==> src/rtl/learn_key_frontend_if.sv <==
// learn_key_frontend_if
// Bundles the key front end signals so the scorer side and the bench can
// connect with a single port.
//   key_in        : raw note keys, bit i = note i+1 (driven by master)
//   key_stable    : debounced key vector
//   note_code     : lowest pressed note 1..7, 0 = none
//   multi_key     : more than one debounced key down
//   press_pulse   : one-cycle strobe on a new nonzero note
//   release_pulse : one-cycle strobe when the previous nonzero note ends
//   hold_cycles   : cycles the current or last note has been held
// Modports: master drives key_in and observes the rest; slave is the front end.
interface learn_key_frontend_if #(
   parameter int HOLD_W = 32
) ();
   logic [6:0]        key_in;
   logic [6:0]        key_stable;
   logic [3:0]        note_code;
   logic              multi_key;
   logic              press_pulse;
   logic              release_pulse;
   logic [HOLD_W-1:0] hold_cycles;

   modport master (
      output key_in,
      input  key_stable, note_code, multi_key, press_pulse, release_pulse, hold_cycles
   );

   modport slave (
      input  key_in,
      output key_stable, note_code, multi_key, press_pulse, release_pulse, hold_cycles
   );
endinterface

==> src/rtl/learn_key_frontend.sv <==
// learn_key_frontend
// Debounces the seven note keys, encodes the lowest pressed key into a note
// code and produces press/release strobes plus a saturating hold counter for
// the learning-play scorer.
// Ports:
//   clk   : system clock
//   reset : synchronous, active-high reset
//   bus   : learn_key_frontend_if.slave (key_in in; key_stable, note_code,
//           multi_key, press_pulse, release_pulse, hold_cycles out)
// Parameters: DEBOUNCE_CYCLES (>= 2), CNT_W (2**CNT_W > DEBOUNCE_CYCLES), HOLD_W.
// Build option: define LEARN_KEY_SYNC_EN to put a 2-flop synchronizer in front
// of the debouncer (adds 2 edges of latency). Without it key_in must already
// be synchronous to clk.
module learn_key_frontend #(
   parameter int DEBOUNCE_CYCLES = 200000,
   parameter int CNT_W           = 18,
   parameter int HOLD_W          = 32
) (
   input logic            clk,
   input logic            reset,
   learn_key_frontend_if.slave bus
);

   typedef enum logic {IDLE, HELD} state_t;

   logic [6:0]        samp;
   logic [6:0]        samp_prev;
   logic [6:0]        key_stable_q;
   logic [CNT_W-1:0]  db_cnt;
   logic              accept;
   logic [3:0]        next_code;
   logic              next_multi;
   state_t            state;
   logic [3:0]        note_q;
   logic              multi_q;
   logic              press_q;
   logic              release_q;
   logic [HOLD_W-1:0] hold_q;

`ifdef LEARN_KEY_SYNC_EN
   logic [6:0] sync1;
   logic [6:0] sync2;

   // Two-stage synchronizer per key bit; key_in is asynchronous to clk.
   always_ff @(posedge clk) begin
      if (reset) begin
         sync1 <= '0;
         sync2 <= '0;
      end else begin
         sync1 <= bus.key_in;
         sync2 <= sync1;
      end
   end

   assign samp = sync2;
`else
   assign samp = bus.key_in;
`endif

   // The counter only runs while the sampled pattern is new and unchanged, so
   // reaching DEBOUNCE_CYCLES-2 means this edge is the DEBOUNCE_CYCLES-th
   // consecutive edge with the same differing pattern.
   assign accept = (samp != key_stable_q) && (samp == samp_prev) &&
                   (db_cnt == CNT_W'(DEBOUNCE_CYCLES - 2));

   // Debounce counter and accepted key vector.
   always_ff @(posedge clk) begin
      if (reset) begin
         samp_prev    <= '0;
         db_cnt       <= '0;
         key_stable_q <= '0;
      end else begin
         samp_prev <= samp;
         if ((samp == key_stable_q) || (samp != samp_prev) || accept)
            db_cnt <= '0;
         else
            db_cnt <= db_cnt + 1'b1;
         if (accept)
            key_stable_q <= samp;
      end
   end

   // Encoder on the candidate pattern so note_code and multi_key register at
   // the same edge as key_stable. The loop runs high to low so the lowest set
   // bit wins.
   always_comb begin
      next_code = '0;
      for (int i = 6; i >= 0; i--) begin
         if (samp[i])
            next_code = 4'(i + 1);
      end
      next_multi = ((samp & (samp - 7'd1)) != 7'd0);
   end

   // Note state machine with registered strobes and a saturating hold counter.
   // A rollover (different nonzero note) fires both strobes in one cycle; a key
   // added above the held note keeps the count running without strobes.
   always_ff @(posedge clk) begin
      if (reset) begin
         state     <= IDLE;
         note_q    <= '0;
         multi_q   <= 1'b0;
         press_q   <= 1'b0;
         release_q <= 1'b0;
         hold_q    <= '0;
      end else begin
         press_q   <= 1'b0;
         release_q <= 1'b0;
         if (accept) begin
            note_q  <= next_code;
            multi_q <= next_multi;
            case (state)
               IDLE: begin
                  if (next_code != 4'd0) begin
                     state   <= HELD;
                     press_q <= 1'b1;
                     hold_q  <= '0;
                  end
               end
               HELD: begin
                  if (next_code == 4'd0) begin
                     state     <= IDLE;
                     release_q <= 1'b1;
                  end else if (next_code != note_q) begin
                     release_q <= 1'b1;
                     press_q   <= 1'b1;
                     hold_q    <= '0;
                  end else if (hold_q != '1) begin
                     hold_q <= hold_q + 1'b1;
                  end
               end
               default: state <= IDLE;
            endcase
         end else if ((state == HELD) && (hold_q != '1)) begin
            hold_q <= hold_q + 1'b1;
         end
      end
   end

   assign bus.key_stable    = key_stable_q;
   assign bus.note_code     = note_q;
   assign bus.multi_key     = multi_q;
   assign bus.press_pulse   = press_q;
   assign bus.release_pulse = release_q;
   assign bus.hold_cycles   = hold_q;

endmodule

==> src/flat_wrapper.sv <==
// flat-port wrapper written by rule: the top's interface ports become plain ports
module learn_key_frontend_flat 
#(
   parameter int DEBOUNCE_CYCLES = 200000,
   parameter int CNT_W           = 18,
   parameter int HOLD_W          = 32
)
  (clk, reset, bus_key_in, bus_key_stable, bus_note_code, bus_multi_key, bus_press_pulse, bus_release_pulse, bus_hold_cycles);
  learn_key_frontend_if #(.HOLD_W(HOLD_W)) bus_i ();
  input logic clk;
  input logic reset;
  input wire logic [$bits(bus_i.key_in)-1:0] bus_key_in;
  output wire logic [$bits(bus_i.key_stable)-1:0] bus_key_stable;
  output wire logic [$bits(bus_i.note_code)-1:0] bus_note_code;
  output wire logic [$bits(bus_i.multi_key)-1:0] bus_multi_key;
  output wire logic [$bits(bus_i.press_pulse)-1:0] bus_press_pulse;
  output wire logic [$bits(bus_i.release_pulse)-1:0] bus_release_pulse;
  output wire logic [$bits(bus_i.hold_cycles)-1:0] bus_hold_cycles;
  assign bus_i.key_in = bus_key_in;
  assign bus_key_stable = bus_i.key_stable;
  assign bus_note_code = bus_i.note_code;
  assign bus_multi_key = bus_i.multi_key;
  assign bus_press_pulse = bus_i.press_pulse;
  assign bus_release_pulse = bus_i.release_pulse;
  assign bus_hold_cycles = bus_i.hold_cycles;
  learn_key_frontend #(.DEBOUNCE_CYCLES(DEBOUNCE_CYCLES), .CNT_W(CNT_W), .HOLD_W(HOLD_W)) u_core (.clk(clk), .reset(reset), .bus(bus_i));
endmodule
==> config.mk <==
export PLATFORM = sky130hd
export DESIGN_NAME = learn_key_frontend_flat
export DESIGN_NICKNAME = d
export VERILOG_FILES = /design/src/rtl/learn_key_frontend_if.sv /design/src/rtl/learn_key_frontend.sv /design/src/flat_wrapper.sv
export SDC_FILE = /design/constraint.sdc
export NUM_CORES = 1
export LEC_CHECK = 0
export ABC_AREA = 1
export CAP_MARGIN = 20
export CORE_ASPECT_RATIO = 0.8
export CORE_MARGIN = 2
export CORE_UTILIZATION = 45
export CTS_BUF_LIST = sky130_fd_sc_hd__clkbuf_4 sky130_fd_sc_hd__clkbuf_8
export DETAILED_ROUTE_END_ITERATION = 8
export PLACE_DENSITY = 0.7
export SETUP_SLACK_MARGIN = 0.02
export SYNTH_ARGS = -nofsm -noshare
export SYNTH_HDL_FRONTEND = slang
export SYNTH_SLANG_ARGS = --single-unit
==> constraint.sdc <==
create_clock -name clk -period 2.1 [get_ports clk]
set_input_delay 0.315 -clock clk [delete_from_list [all_inputs] [get_ports clk]]
set_output_delay 0.315 -clock clk [all_outputs]
set_load 0.05 [all_outputs]
==> impl_metrics.py <==
metrics = {
    "outcome": {
        "status": "finished clean",
    },
    "min_path": {
        "hold_path_depth": 3,
        "min_from": "bus_key_in[1]",
        "hold_end": "u_core.bus.key_stable[1]",
        "min_path_type": "primary input to register",
    },
    "power_and_ir_drop": {
        "p_leak_nw": 2.63,
        "power_density_mw_per_mm2": 454,
        "power_switching_uw": 707,
        "p_seq_share_pct": 50.3,
        "p_int_mw": 1.98,
        "combPwrFrac_pct": 6.1,
        "ir_worst_vdd_uv": 466,
        "swShare_pct": 26.3,
        "p_clk_share_pct": 43.6,
    },
    "worst_setup_path": {
        "critical_path.max_fanout": 7,
        "r2r_cells": 13,
        "r2r_slack_ns": 0.02,
        "cp_data_required_time_ns": 2.36,
        "startpoint_type": "register",
        "worstPathArrival_ns": 2.34,
        "worstReg2RegStart": "u_core.bus.hold_cycles[0]",
        "crit_slowest_cell": "dfxtp_4",
        "crit_family": "simple AND/OR/NAND/NOR gates",
        "slowest_delay_ns": 0.37,
        "cp_num_buf_inv": 2,
        "criticalPathCategory": "register to register",
        "worstReg2RegEnd": "u_core.bus.hold_cycles[1]",
        "critPathCaptureType": "register",
        "path_cells": "ha_4 -> nand3_4 -> nor2_4 -> inv_2 -> nor3_2 -> nand4_1 -> nor2_2 -> nand2_4 -> nand2_8 -> clkbuf_16 -> nand2_2 -> nand2_1 -> nor2_1",
    },
    "clocking": {
        "cts_root_buf": "clkbuf_8",
        "cts_tree": "yes",
        "clock_latency_ns": 0.37,
        "cts_buffer_depth": 2,
        "cts_max_level": 3,
        "numCtsBuffers": 9,
        "cts_num_sinks": 71,
        "cts_hold_buf": 0,
        "path_clk_slew_ns": 0.09,
    },
    "cells_and_area": {
        "ff_latch_area_mm2": 0.00145,
        "drive_gt1_share_pct": 20.8,
        "fin_nets": 825,
        "fill_cells": 892,
        "antenna_cells": 0,
        "utilization_pct": 62.2,
        "area_growth_pct": 35.6,
        "mostFrequentLayoutCell": "nand2_1",
        "final_cell_mix": "nand2_1 (185), nor2_1 (120), inv_1 (74), buf_4 (59), dfxtp_1 (51)",
        "stdcell_area_mm2": 0.00593,
        "multi_input_area_mm2": 0.00264,
    },
    "sta": {
        "setup_ws_ns": 0.0200,
        "min_period_over_period_pct": 99.0,
        "relSlewSlack_pct": 65.5,
        "setup_viol": 0,
        "final_max_slew_viol_count": 0,
        "rsz0062_at_grt": "yes",
        "fmax_mhz": 481,
        "fin_crit_ns": 2.08,
        "clock_skew_ns": 0.0137,
        "finalHoldViolations": 0,
        "worst_pin_slew_ns": 0.516,
        "tns_ns": 0,
    },
    "drt": {
        "num_vias": 4808,
        "drtAntennaViolNets": 0,
        "dr.pass1.iters": 5,
        "wl_per_cell_um": 13.5,
        "avgViaCountPerCell": 5.13,
        "wirelength_um": 12700,
        "drcViolationCount": 0,
        "drt_iter0_markers": 392,
    },
    "floorplan": {
        "die_w_um": 114,
        "core_area_mm2": 0.00953,
        "io_pins": 55,
        "die_h_um": 92.1,
        "start_util_pct": 45.9,
        "dieArea_mm2": 0.0105,
        "row_count": 32,
    },
    "grt": {
        "grt.total_usage_pct": 24.1,
        "grt_antenna_before_repair": 0,
        "grt_pass1_vias": 4350,
        "grt_pass1_wl_um": 20300,
        "grt_max_degree": 44,
        "grt.overflow.total": 0,
    },
    "logic_synthesis": {
        "yosysSeqAreaShare_pct": 32.5,
        "netlist_instances": 699,
        "netlist.top_cell.by_area": "dfxtp_1",
        "synth.net_count": 711,
        "avgSynthCellArea_um2": 6.25,
        "synth-seq-cells": 71,
        "ys_types": 38,
        "synth_top_area_share_pct": 32.5,
        "yosys_warnings": 0,
        "syn_area_mm2": 0.00437,
        "synth_area_leaders": "dfxtp_1 (33%), nand2_1 (17%), nor2_1 (11%)",
    },
    "placed_design": {
        "place.gp.congestion": 0.981,
        "postPlaceCellArea_mm2": 0.00549,
        "dp_slack_ns": -0.354,
        "post-dp-hpwl_um": 9030,
        "port_buffers": 53,
    },
    "flow_run": {
        "maxCapViolations": 0,
    },
}
[how the worst max path moves through the flow]
stage	from	end	slack, ns	depth (start not counted)
after floorplan	u_core.bus.hold_cycles[20]	u_core.bus.hold_cycles[22]	0.03	10
after global placement	bus_key_in[1]	u_core.bus.hold_cycles[12]	-0.25	15
after detailed placement	bus_key_in[1]	u_core.bus.hold_cycles[2]	-0.35	15
after CTS	u_core.db_cnt[0]	u_core.bus.hold_cycles[9]	0.04	14
after global routing	u_core.db_cnt[0]	u_core.bus.hold_cycles[29]	-0.06	13
final	u_core.bus.hold_cycles[0]	u_core.bus.hold_cycles[1]	0.02	13
[worst min-delay path, stage by stage]
cell and delay (ns):
dlymetal6s2s_1 0.19, inv_2 0.11, a21oi_1 0.06
[timing repair]
item	4_1_cts	5_1_grt
setup endpoints to repair	21	37
cloned	1	1
resized for setup	6	42
pin swaps	2	14
buffers inserted	0	3
[cell type report]
cell class	instances	area share, %
multi-input cells	523	44.6
clock buffers	9	2.09
flip-flops and latches	71	24.5
repair buffers	119	19.2
inverters	89	5.74
clock inverters	7	1.33
well taps	119	2.51
[per-stage QoR]
| stage | hold WS [ns] | std cells | total power [mW] |
|---|---|---|---|
| CTS | 0.471 | 933 | 2.70 |
| finish | 0.347 | 937 | 2.69 |
| global route | 0.378 | 937 | 2.79 |
| floorplan | 0.420 | 699 | 1.47 |
| global placement | 0.445 | 916 | 1.54 |
| detailed placement | 0.452 | 916 | 1.55 |
[power groups by stage]
| stage | combinational (mW) | sequential, mW | clock (mW) |
|---|---|---|---|
| after floorplan | 0.0829 | 1.38 | 0 |
| after global placement | 0.159 | 1.38 | 0 |
| after detailed placement | 0.161 | 1.38 | 0 |
| after CTS | 0.162 | 1.35 | 1.19 |
| after global routing | 0.182 | 1.35 | 1.25 |
| final | 0.164 | 1.35 | 1.17 |
[cells in the mapped netlist, drive strengths merged]
| library cell | count |
|---|---|
| inv | 88 |
| a31oi | 1 |
| clkinv | 1 |
| nor3 | 24 |
| xnor2 | 8 |
| a21oi | 29 |
| nand3 | 44 |
| nand4 | 20 |
| nor4 | 1 |
| ha | 3 |
| o2111ai | 1 |
| a211oi | 1 |
| o21ai | 18 |
| nor3b | 3 |
| nand2 | 207 |
| nor2 | 130 |
| o31ai | 1 |
| dfxtp | 71 |
| buf | 8 |
| nand3b | 2 |
| conb | 1 |
| xor2 | 20 |
| and2 | 4 |
| or2 | 3 |
| o21a | 2 |
| clkbuf | 8 |
[flip-flops by register name (all words and copies together), names as in the netlist]
name	count
u_core.bus.hold_cycles	32
u_core.state	1
u_core.bus.note_code	3
u_core.bus.press_pulse	1
u_core.db_cnt	18
u_core.bus.multi_key	1
u_core.bus.release_pulse	1
u_core.bus.key_stable	7
u_core.samp_prev	7
[routing by layer]
| layer | up-vias | global-route usage, % | wire length, um |
|---|---|---|---|
| met2 | 191 | 35.7 | 5520 |
| met3 | 19 | 6.28 | 1060 |
| li1 | 2420 | - | - |
| met1 | 2178 | 33.6 | 5890 |
| met5 | - | 0 | 0 |
| met4 | 0 | 8.94 | 197 |
[cell families after synthesis]
group | synth area share [%]
buffers and inverters | 9.82
other | 0.0858
DFF | 32.5
adders and majority gates | 0.859
xor gates and xnor gates | 5.61
and+or+nand+nor | 43.9
AOI/OAI and AO/OA | 7.19
Note: power is estimated with default switching activity, not from simulation.
